[config.mk]
export PLATFORM = sky130hd
export DESIGN_NAME = icache_direct
export DESIGN_NICKNAME = d
export VERILOG_FILES = /design/src/rtl/icache_direct.sv
export SDC_FILE = /design/constraint.sdc
export NUM_CORES = 2
export LEC_CHECK = 0
export CELL_PAD_IN_SITES_DETAIL_PLACEMENT = 1
export CELL_PAD_IN_SITES_GLOBAL_PLACEMENT = 2
export CORE_MARGIN = 3
export CORE_UTILIZATION = 35
export CTS_CLUSTER_DIAMETER = 80
export DETAILED_ROUTE_END_ITERATION = 8
export DONT_BUFFER_PORTS = 1
export GPL_TIMING_DRIVEN = 0
export PLACE_DENSITY_LB_ADDON = 0.2
export RECOVER_POWER = 50
export SYNTH_ARGS = -nofsm -noshare
export SYNTH_HDL_FRONTEND = slang
export SYNTH_SLANG_ARGS = --single-unit
[constraint.sdc]
create_clock -name CLK -period 4.2 [get_ports CLK]
set_input_delay 0.63 -clock CLK [delete_from_list [all_inputs] [get_ports CLK]]
set_output_delay 0.63 -clock CLK [all_outputs]
set_load 0.005 [all_outputs]
[src/rtl/icache_direct.sv]
// Direct-mapped, one-word-per-frame instruction cache.
// Hits are served combinationally from the frame array. A miss latches the
// word address and holds a single-word read to the memory controller until
// iwait drops. flush invalidates every frame and aborts an in-flight fill.
module icache_direct #(
  parameter int FRAMES = 16,
  parameter int CNTW   = 32
) (
  input  logic            CLK,
  input  logic            RST,
  input  logic            imemREN,
  input  logic [31:0]     imemaddr,
  output logic            ihit,
  output logic [31:0]     imemload,
  input  logic            flush,
  output logic            iREN,
  output logic [31:0]     iaddr,
  input  logic            iwait,
  input  logic [31:0]     iload,
  output logic [CNTW-1:0] hit_count,
  output logic [CNTW-1:0] miss_count
);
  localparam int IB = $clog2(FRAMES);
  localparam int TW = 30 - IB;

  localparam logic [0:0] IDLE = 1'b0;
  localparam logic [0:0] FILL = 1'b1;

  logic [0:0]                  state_q, state_d;
  logic [FRAMES-1:0]           valid_q, valid_d;
  logic [FRAMES-1:0][TW-1:0]   tag_q, tag_d;
  logic [FRAMES-1:0][31:0]     data_q, data_d;
  logic [29:0]                 maddr_q, maddr_d;   // word address of the pending fill
  logic [CNTW-1:0]             hit_cnt_q, hit_cnt_d;
  logic [CNTW-1:0]             miss_cnt_q, miss_cnt_d;

  logic [IB-1:0] idx, midx;
  logic [TW-1:0] tag, mtag;
  logic          hit, miss, fill_done;
  logic          unused_addr_lsb;

  assign idx  = imemaddr[IB+1:2];
  assign tag  = imemaddr[31:IB+2];
  assign midx = maddr_q[IB-1:0];
  assign mtag = maddr_q[29:IB];
  assign unused_addr_lsb = ^imemaddr[1:0];

  assign hit       = (state_q == IDLE) && imemREN && !flush && valid_q[idx] && (tag_q[idx] == tag);
  assign miss      = (state_q == IDLE) && imemREN && !flush && !hit;
  assign fill_done = (state_q == FILL) && !iwait && !flush;

  assign ihit       = hit;
  assign imemload   = hit ? data_q[idx] : 32'h0;
  assign iREN       = (state_q == FILL);
  assign iaddr      = (state_q == FILL) ? {maddr_q, 2'b00} : 32'h0;
  assign hit_count  = hit_cnt_q;
  assign miss_count = miss_cnt_q;

  // Next-state: FSM, frame array writes, flush invalidation, saturating stats.
  always_comb begin
    state_d    = state_q;
    valid_d    = valid_q;
    tag_d      = tag_q;
    data_d     = data_q;
    maddr_d    = maddr_q;
    hit_cnt_d  = hit_cnt_q;
    miss_cnt_d = miss_cnt_q;

    case (state_q)
      IDLE: begin
        if (miss) begin
          maddr_d = imemaddr[31:2];
          state_d = FILL;
        end
      end
      FILL: begin
        // Fill completes for the latched address regardless of current fetch.
        if (flush) begin
          state_d = IDLE;
        end else if (!iwait) begin
          valid_d[midx] = 1'b1;
          tag_d[midx]   = mtag;
          data_d[midx]  = iload;
          state_d       = IDLE;
        end
      end
      default: state_d = IDLE;
    endcase

    // flush wins over a same-cycle fill write.
    if (flush) valid_d = '0;

    if (hit  && (hit_cnt_q  != {CNTW{1'b1}})) hit_cnt_d  = hit_cnt_q  + 1'b1;
    if (miss && (miss_cnt_q != {CNTW{1'b1}})) miss_cnt_d = miss_cnt_q + 1'b1;
  end

  // State registers with synchronous reset.
  always_ff @(posedge CLK) begin
    if (RST) begin
      state_q    <= IDLE;
      valid_q    <= '0;
      tag_q      <= '0;
      data_q     <= '0;
      maddr_q    <= '0;
      hit_cnt_q  <= '0;
      miss_cnt_q <= '0;
    end else begin
      state_q    <= state_d;
      valid_q    <= valid_d;
      tag_q      <= tag_d;
      data_q     <= data_d;
      maddr_q    <= maddr_d;
      hit_cnt_q  <= hit_cnt_d;
      miss_cnt_q <= miss_cnt_d;
    end
  end

  // fill_done is kept as a named term for readability of the FILL exit.
  logic unused_fill_done;
  assign unused_fill_done = fill_done;
endmodule

[Yosys cells after proc, flatten, opt, wreduce, memory -nomap -nowiden]
Cells that the tools add are included.
Word-level totals
  output and inout bits: 130
  register bits after elaboration: 1039
  logic and storage cells: 83
  input port bits: 69
Operators by class
  reductions and logical operators: 14
  $lt $le $gt $ge: 3
  muxes and demuxes: 20
  bitwise operators: 4
  $add $sub $neg: 2
  equal/unequal tests: 3
Operators with widths (count)
  bitwise mux 512 bit: 1
  bitwise mux 416 bit: 1
  binary-select mux 32 bit (select 4 bit): 1
  demux 32 bit (select 4 bit): 1
  two-way mux 32 bit: 4
  binary-select mux 26 bit (select 4 bit): 1
  demux 26 bit (select 4 bit): 1
  adder 32 x 1 -> 32 bit (second input constant): 2
  != test 32 bit (second input constant): 2
  two-way mux 26 bit: 2
  equality test 26 bit: 1
  bitwise OR 16 bit: 1
  less-than comparator 4 x 5 -> 1 bit (second input constant): 2
  logical AND 1 bit: 8
  two-way mux 1 bit: 5
  binary-select mux 1 bit (select 4 bit): 1
  demux 1 bit (select 4 bit): 1
  >= comparator 4 x 1 -> 1 bit (second input constant): 1
  AND reduction 2 bit: 2
  inverter 1 bit: 3
  AND reduction 3 bit: 1
  logical NOT 1 bit: 2
  case mux 1 bit (2 select lines): 1
  OR reduction 2 bit: 1

[Longest topological paths before layout]
  word-level depth: 9
  gate-level depth with buffers: 16
  gate-level depth less buffers: 10

[Least setup slack after synthesis]
No wires, ideal clock.
  path type: input-to-output
  start point: input port imemaddr[2]
  end point: output port imemload[22]
  stages on the path: 10
  data required time: 3.570 ns
  buffers on the path: 7
  data arrival time: 3.559 ns
  slack: 0.011 ns
  cells stage by stage: buf_6 buf_6 buf_4 buf_2 buf_2 buf_2 buf_1 mux4_2 mux4_2 and2_1
On the way
  longest elaborated chain between the ends: 5
  elaborated cells on any way between the ends: 10
  those cells by class: 1 x eq/ne; 7 x mux; 2 x reduce/logical
RTL lines
  start: declaration: RTL line 12  | input logic [31:0] imemaddr,
  binary-select mux 26 bit (select 4 bit) / binary-select mux 1 bit (select 4 bit) (equally long branches): RTL line 48  | assign hit = (state_q == IDLE) && imemREN && !flush && valid_q[idx] && (tag_q[idx] == tag);
  two-way mux 26 bit (not written as such) / two-way mux 1 bit (equally long branches): RTL line 48
  equality test 26 bit / logical AND 1 bit (equally long branches): RTL line 48
  logical AND 1 bit: RTL line 48
  two-way mux 32 bit *: RTL line 53  | assign imemload = hit ? data_q[idx] : 32'h0;
  end: declaration: RTL line 14  | output logic [31:0] imemload,
Mark *: on every way between the ends. The rest lies on a longest branch, timed or not. The select of a mux whose other input is x is not followed.

[Worst setup path after layout]
  start point: input port imemaddr[3]
  end point: output port imemload[0]
The elaborated chain is that of the path after synthesis.

==> impl_results.md <==
- Net Sw Frac: 24.9%
- Worst Reg-to-Reg Cells: 7
- Detailed Place HPWL: 151 mm
- Final Power: 21,700 uW
- Max IR drop VDD: 0.362 mV
- Nets: 5,677
- Power share of the combinational group: 5.7%
- GR Overflow Total: 0
- Vias: 41,813
- CP max FO: 10
- WHS Path Cells: 2
- Max Clk Rate: 219 MHz
- Area after DPL: 47,800 um2
- TritonCTS clock tree: built
- Clock buffer depth: 3
- Starting DRT DRC Count: 3,252
- Root buffer cell: clkbuf_16
- Clk pwr share: 48.6%
- Largest family of logic cells by synthesized area: simple AND/OR/NAND/NOR gates
- Synth Area in Adders: 0.0549%
- Initial DRT Pass Iterations: 5
- Mapped Cells: 5,466
- Drt wl/cell: 28.2 um
- Slew Limit Fails: 0
- Post-Syn Area: 45,600 um2
- Routability Congestion: 0.931
- Status: finished, violations left
- Post-Synth XOR/XNOR Area: 0.689%
- Port Buffers: 0
- Hold Slack: 0.0566 ns
- IO Pins: 199
- Power density over cell area: 414 nW/um2
- Post-synthesis compound-gate area fraction: 13.2%
- Row count: 131
- Initial Util: 35.5%
- Die Y: 367 um
- Static Leak: 0.0165 uW
- Area Growth Syn to Fin: 15.0%
- CP startpoint kind: input pin
- Detailed Route WL: 210 mm
- Setup Skew: 0.0377 ns
- Final hold violation count: 0
- Switching power: 5390 uW
- Vias in the first global route: 42,366
- Clock-pin slew on the worst setup and hold paths: 0.06 ns
- Clock H-tree levels: 3
- Ys async rst share: 0%
- Synth cell types: 64
- Worst setup path category: input pin to primary output
- Die Wd: 367 um
- Setup TNS: -10.53 ns
- CP Capture Type: primary output
- Top FF cell, synth: dfxtp_1
- CP startpoint: imemaddr[3]
- # Max-Cap Violations: 0
- Number of synthesized register bits: 1,039
- RSZ-0062 raised after global routing: true
- Core ar.: 129,000 um2
- Hold path start: imemaddr[16]
- Pin count of the biggest net entering global routing: 16
- Final period utilization: 108%
- Final antenna-violating net count: 0
- Worst Hold Class: input pin to flip-flop
- Arrival time worst endpoint: 3.93 ns
- Fin area: 52,400 um2
- Worst path required time: 3.57 ns
- Sequential area share after synthesis: 45.6%
- Layout cells sized above 1: 10.7%
- Pint: 16,300 uW
- Final worst setup slack: -0.356 ns
- Avg Cell Area, Syn: 8.34 um2
- Clock sinks: 1,039
- Final min period: 4.56 ns
- Mux cell area share after synthesis: 14.6%
- Relative slew slack: 1.83%
- Initial antenna violation count: 13
- Yosys Warn Count: 0
- Simple logic cell fraction of the synthesized area: 20.9%
- Failing checks: negative setup slack
- Via/cell ratio: 5.63
- Clock latency on the worst-skew pair: 0.75 ns
- # setup viols final: 33
- GRT Util Overall: 30.4%
- Sequential share of power: 45.6%
- Reg2Reg Launch Point: iREN$_SDFF_PP0_
- Actual slew at the worst max-slew pin: 1.47 ns
- Post-synth EDFFs: 0
- First-pass GRT wire length: 301 mm
- Die Area: 135,000 um2
- Drc violations: 0
- Post-Place Worst Slack: -1.95 ns
- CTS Buf Count: 118
-- kinds of logic (layout without fill, tap and decap cells) --
family,after synthesis,after routing
AND/OR/NAND/NOR,2320,2320
XOR/XNOR,35,35
AO/OA/AOI/OAI,1155,1155
buffers and inverters,567,799
adder cells (fa/ha/maj),2,2
other,1,6
flip-flops,1039,1039
multiplexers,347,347
-- placed cells by master (no fill, tap or decap), types with 8 or more instances in the layout --
master,synthesis,layout
nand2_1,1920,1919
dfxtp_1,1039,1037
a21oi_1,1017,1016
clkbuf_1,453,470
mux4_2,250,250
clkbuf_16,0,124
nor2_1,81,81
nand3_1,72,72
mux2i_1,70,65
o21ai_0,48,48
clkbuf_8,0,38
buf_4,11,32
or4_1,33,32
and2_4,0,31
o31ai_1,31,31
buf_1,51,30
nor2b_1,31,28
mux2_2,23,23
and2_0,1,22
buf_6,7,17
xnor2_1,19,17
nand4_1,17,17
nor3_1,17,17
or3_1,17,17
clkinv_2,0,16
and3_1,16,16
xor2_1,15,15
and2_1,66,14
inv_1,14,14
a22oi_1,14,14
buf_2,27,13
buf_8,1,11
nand2b_1,8,8
-- power groups by stage --
stage          registers (uW)  clock network [uW]  logic, uW
6_report                 9890               10500       1250
3_3_place_gp            10100                   0       1180
3_5_place_dp            10100                   0       1190
2_1_floorplan           10100                   0        645
5_1_grt                  9890               11100       1290
4_1_cts                  9890               10700       1230
-- flip-flops by register name, indices dropped and copies added (netlist names) --
name,count
data_q,512
hit_count,32
iREN,1
maddr_q,30
miss_count,32
tag_q,416
valid_q,16
-- cell type report --
cell class                      instances  area, um2
Antenna cell                            4       10.0
Buffer                                548       2540
Clock buffer                          189       3630
Clock inverter                         24        251
Fill cell                           15325      76100
Inverter                               17       70.1
Multi-Input combinational cell       3861      22700
Sequential cell                      1039      20800
Tap cell                             1729       2160
Timing Repair Buffer                   21        230
-- layer usage --
| layer | global-route usage (%) | vias up | wire length, um |
|---|---|---|---|
| met1 | 37.5 | 21297 | 85100 |
| met3 | 5.78 | 429 | 13400 |
| met5 | 0 | - | 41 |
| met4 | 13.1 | 6 | 10300 |
| li1 | - | 18752 | - |
| met2 | 51.9 | 1329 | 101000 |
-- what timing repair did --
action,4_1_cts,5_1_grt
gates resized for setup,200,24
pin swaps,4,3
endpoints found under the setup margin,128,34
hold endpoints to repair,7,0
hold buffers,7,0
cloned,3,0
setup buffers,6,3
-- Yosys cell counts (all sizes together) (3+ instances only) --
library cell / instances / area [um2]
nor4: 9 / 62.6
a21oi: 1017 / 5090
a41o: 3 / 30.0
o21ai: 48 / 240
and2: 67 / 419
or4: 34 / 259
dfxtp: 1039 / 20800
nand4: 18 / 119
buf: 97 / 503
o2111ai: 4 / 35.0
o211ai: 5 / 37.5
mux2i: 70 / 701
or3: 17 / 106
o31ai: 31 / 233
nand3: 72 / 360
a31oi: 7 / 43.8
nor3b: 3 / 22.5
inv: 16 / 60.1
mux4: 250 / 5630
and4: 7 / 61.3
or2: 7 / 43.8
nor2b: 31 / 194
nor2: 81 / 304
a2bb2oi: 3 / 26.3
nand2: 1920 / 7210
mux2: 27 / 304
a311oi: 3 / 26.3
nand3b: 3 / 22.5
nor3: 17 / 85.1
o22ai: 4 / 25.0
clkbuf: 453 / 1700
and3: 16 / 100
xnor2: 20 / 183
nand4b: 5 / 43.8
xor2: 15 / 131
a22oi: 14 / 105
nand2b: 8 / 50.1
o31a: 3 / 26.3
a211oi: 3 / 22.5
-- through the flow --
| step | cells | util (%) |
|---|---|---|
| floorplan | 5467 | - |
| global placement | 7196 | 37.2 |
| detailed placement | 7198 | 37.2 |
| CTS | 7426 | 40.7 |
| global route | 7428 | 40.8 |
| finish | 7432 | 40.8 |
-- worst max-delay path: stages --
cell and delay [ns]:
buf_6 0.23, buf_8 0.26, buf_8 0.26, buf_6 0.24, mux2i_1 0.31, nand2_1 0.09
o211ai_1 0.16, mux2i_2 0.36, o2111ai_1 0.25, nor4_4 0.25, nand4_4 0.21, clkinv_4 0.13
buf_4 0.12, buf_8 0.14, and2_4 0.23
-- final timing paths --
check                                                end  slack [ns]
worst max register to register   data_q[27]$_SDFFE_PP0P_        0.07
worst max-delay path                         imemload[0]       -0.36
worst min register to register  data_q[235]$_SDFFE_PP0P_        0.45
worst min-delay path            maddr_q[14]$_SDFFE_PP0P_        0.06
Power figures use the tool's default switching activity.
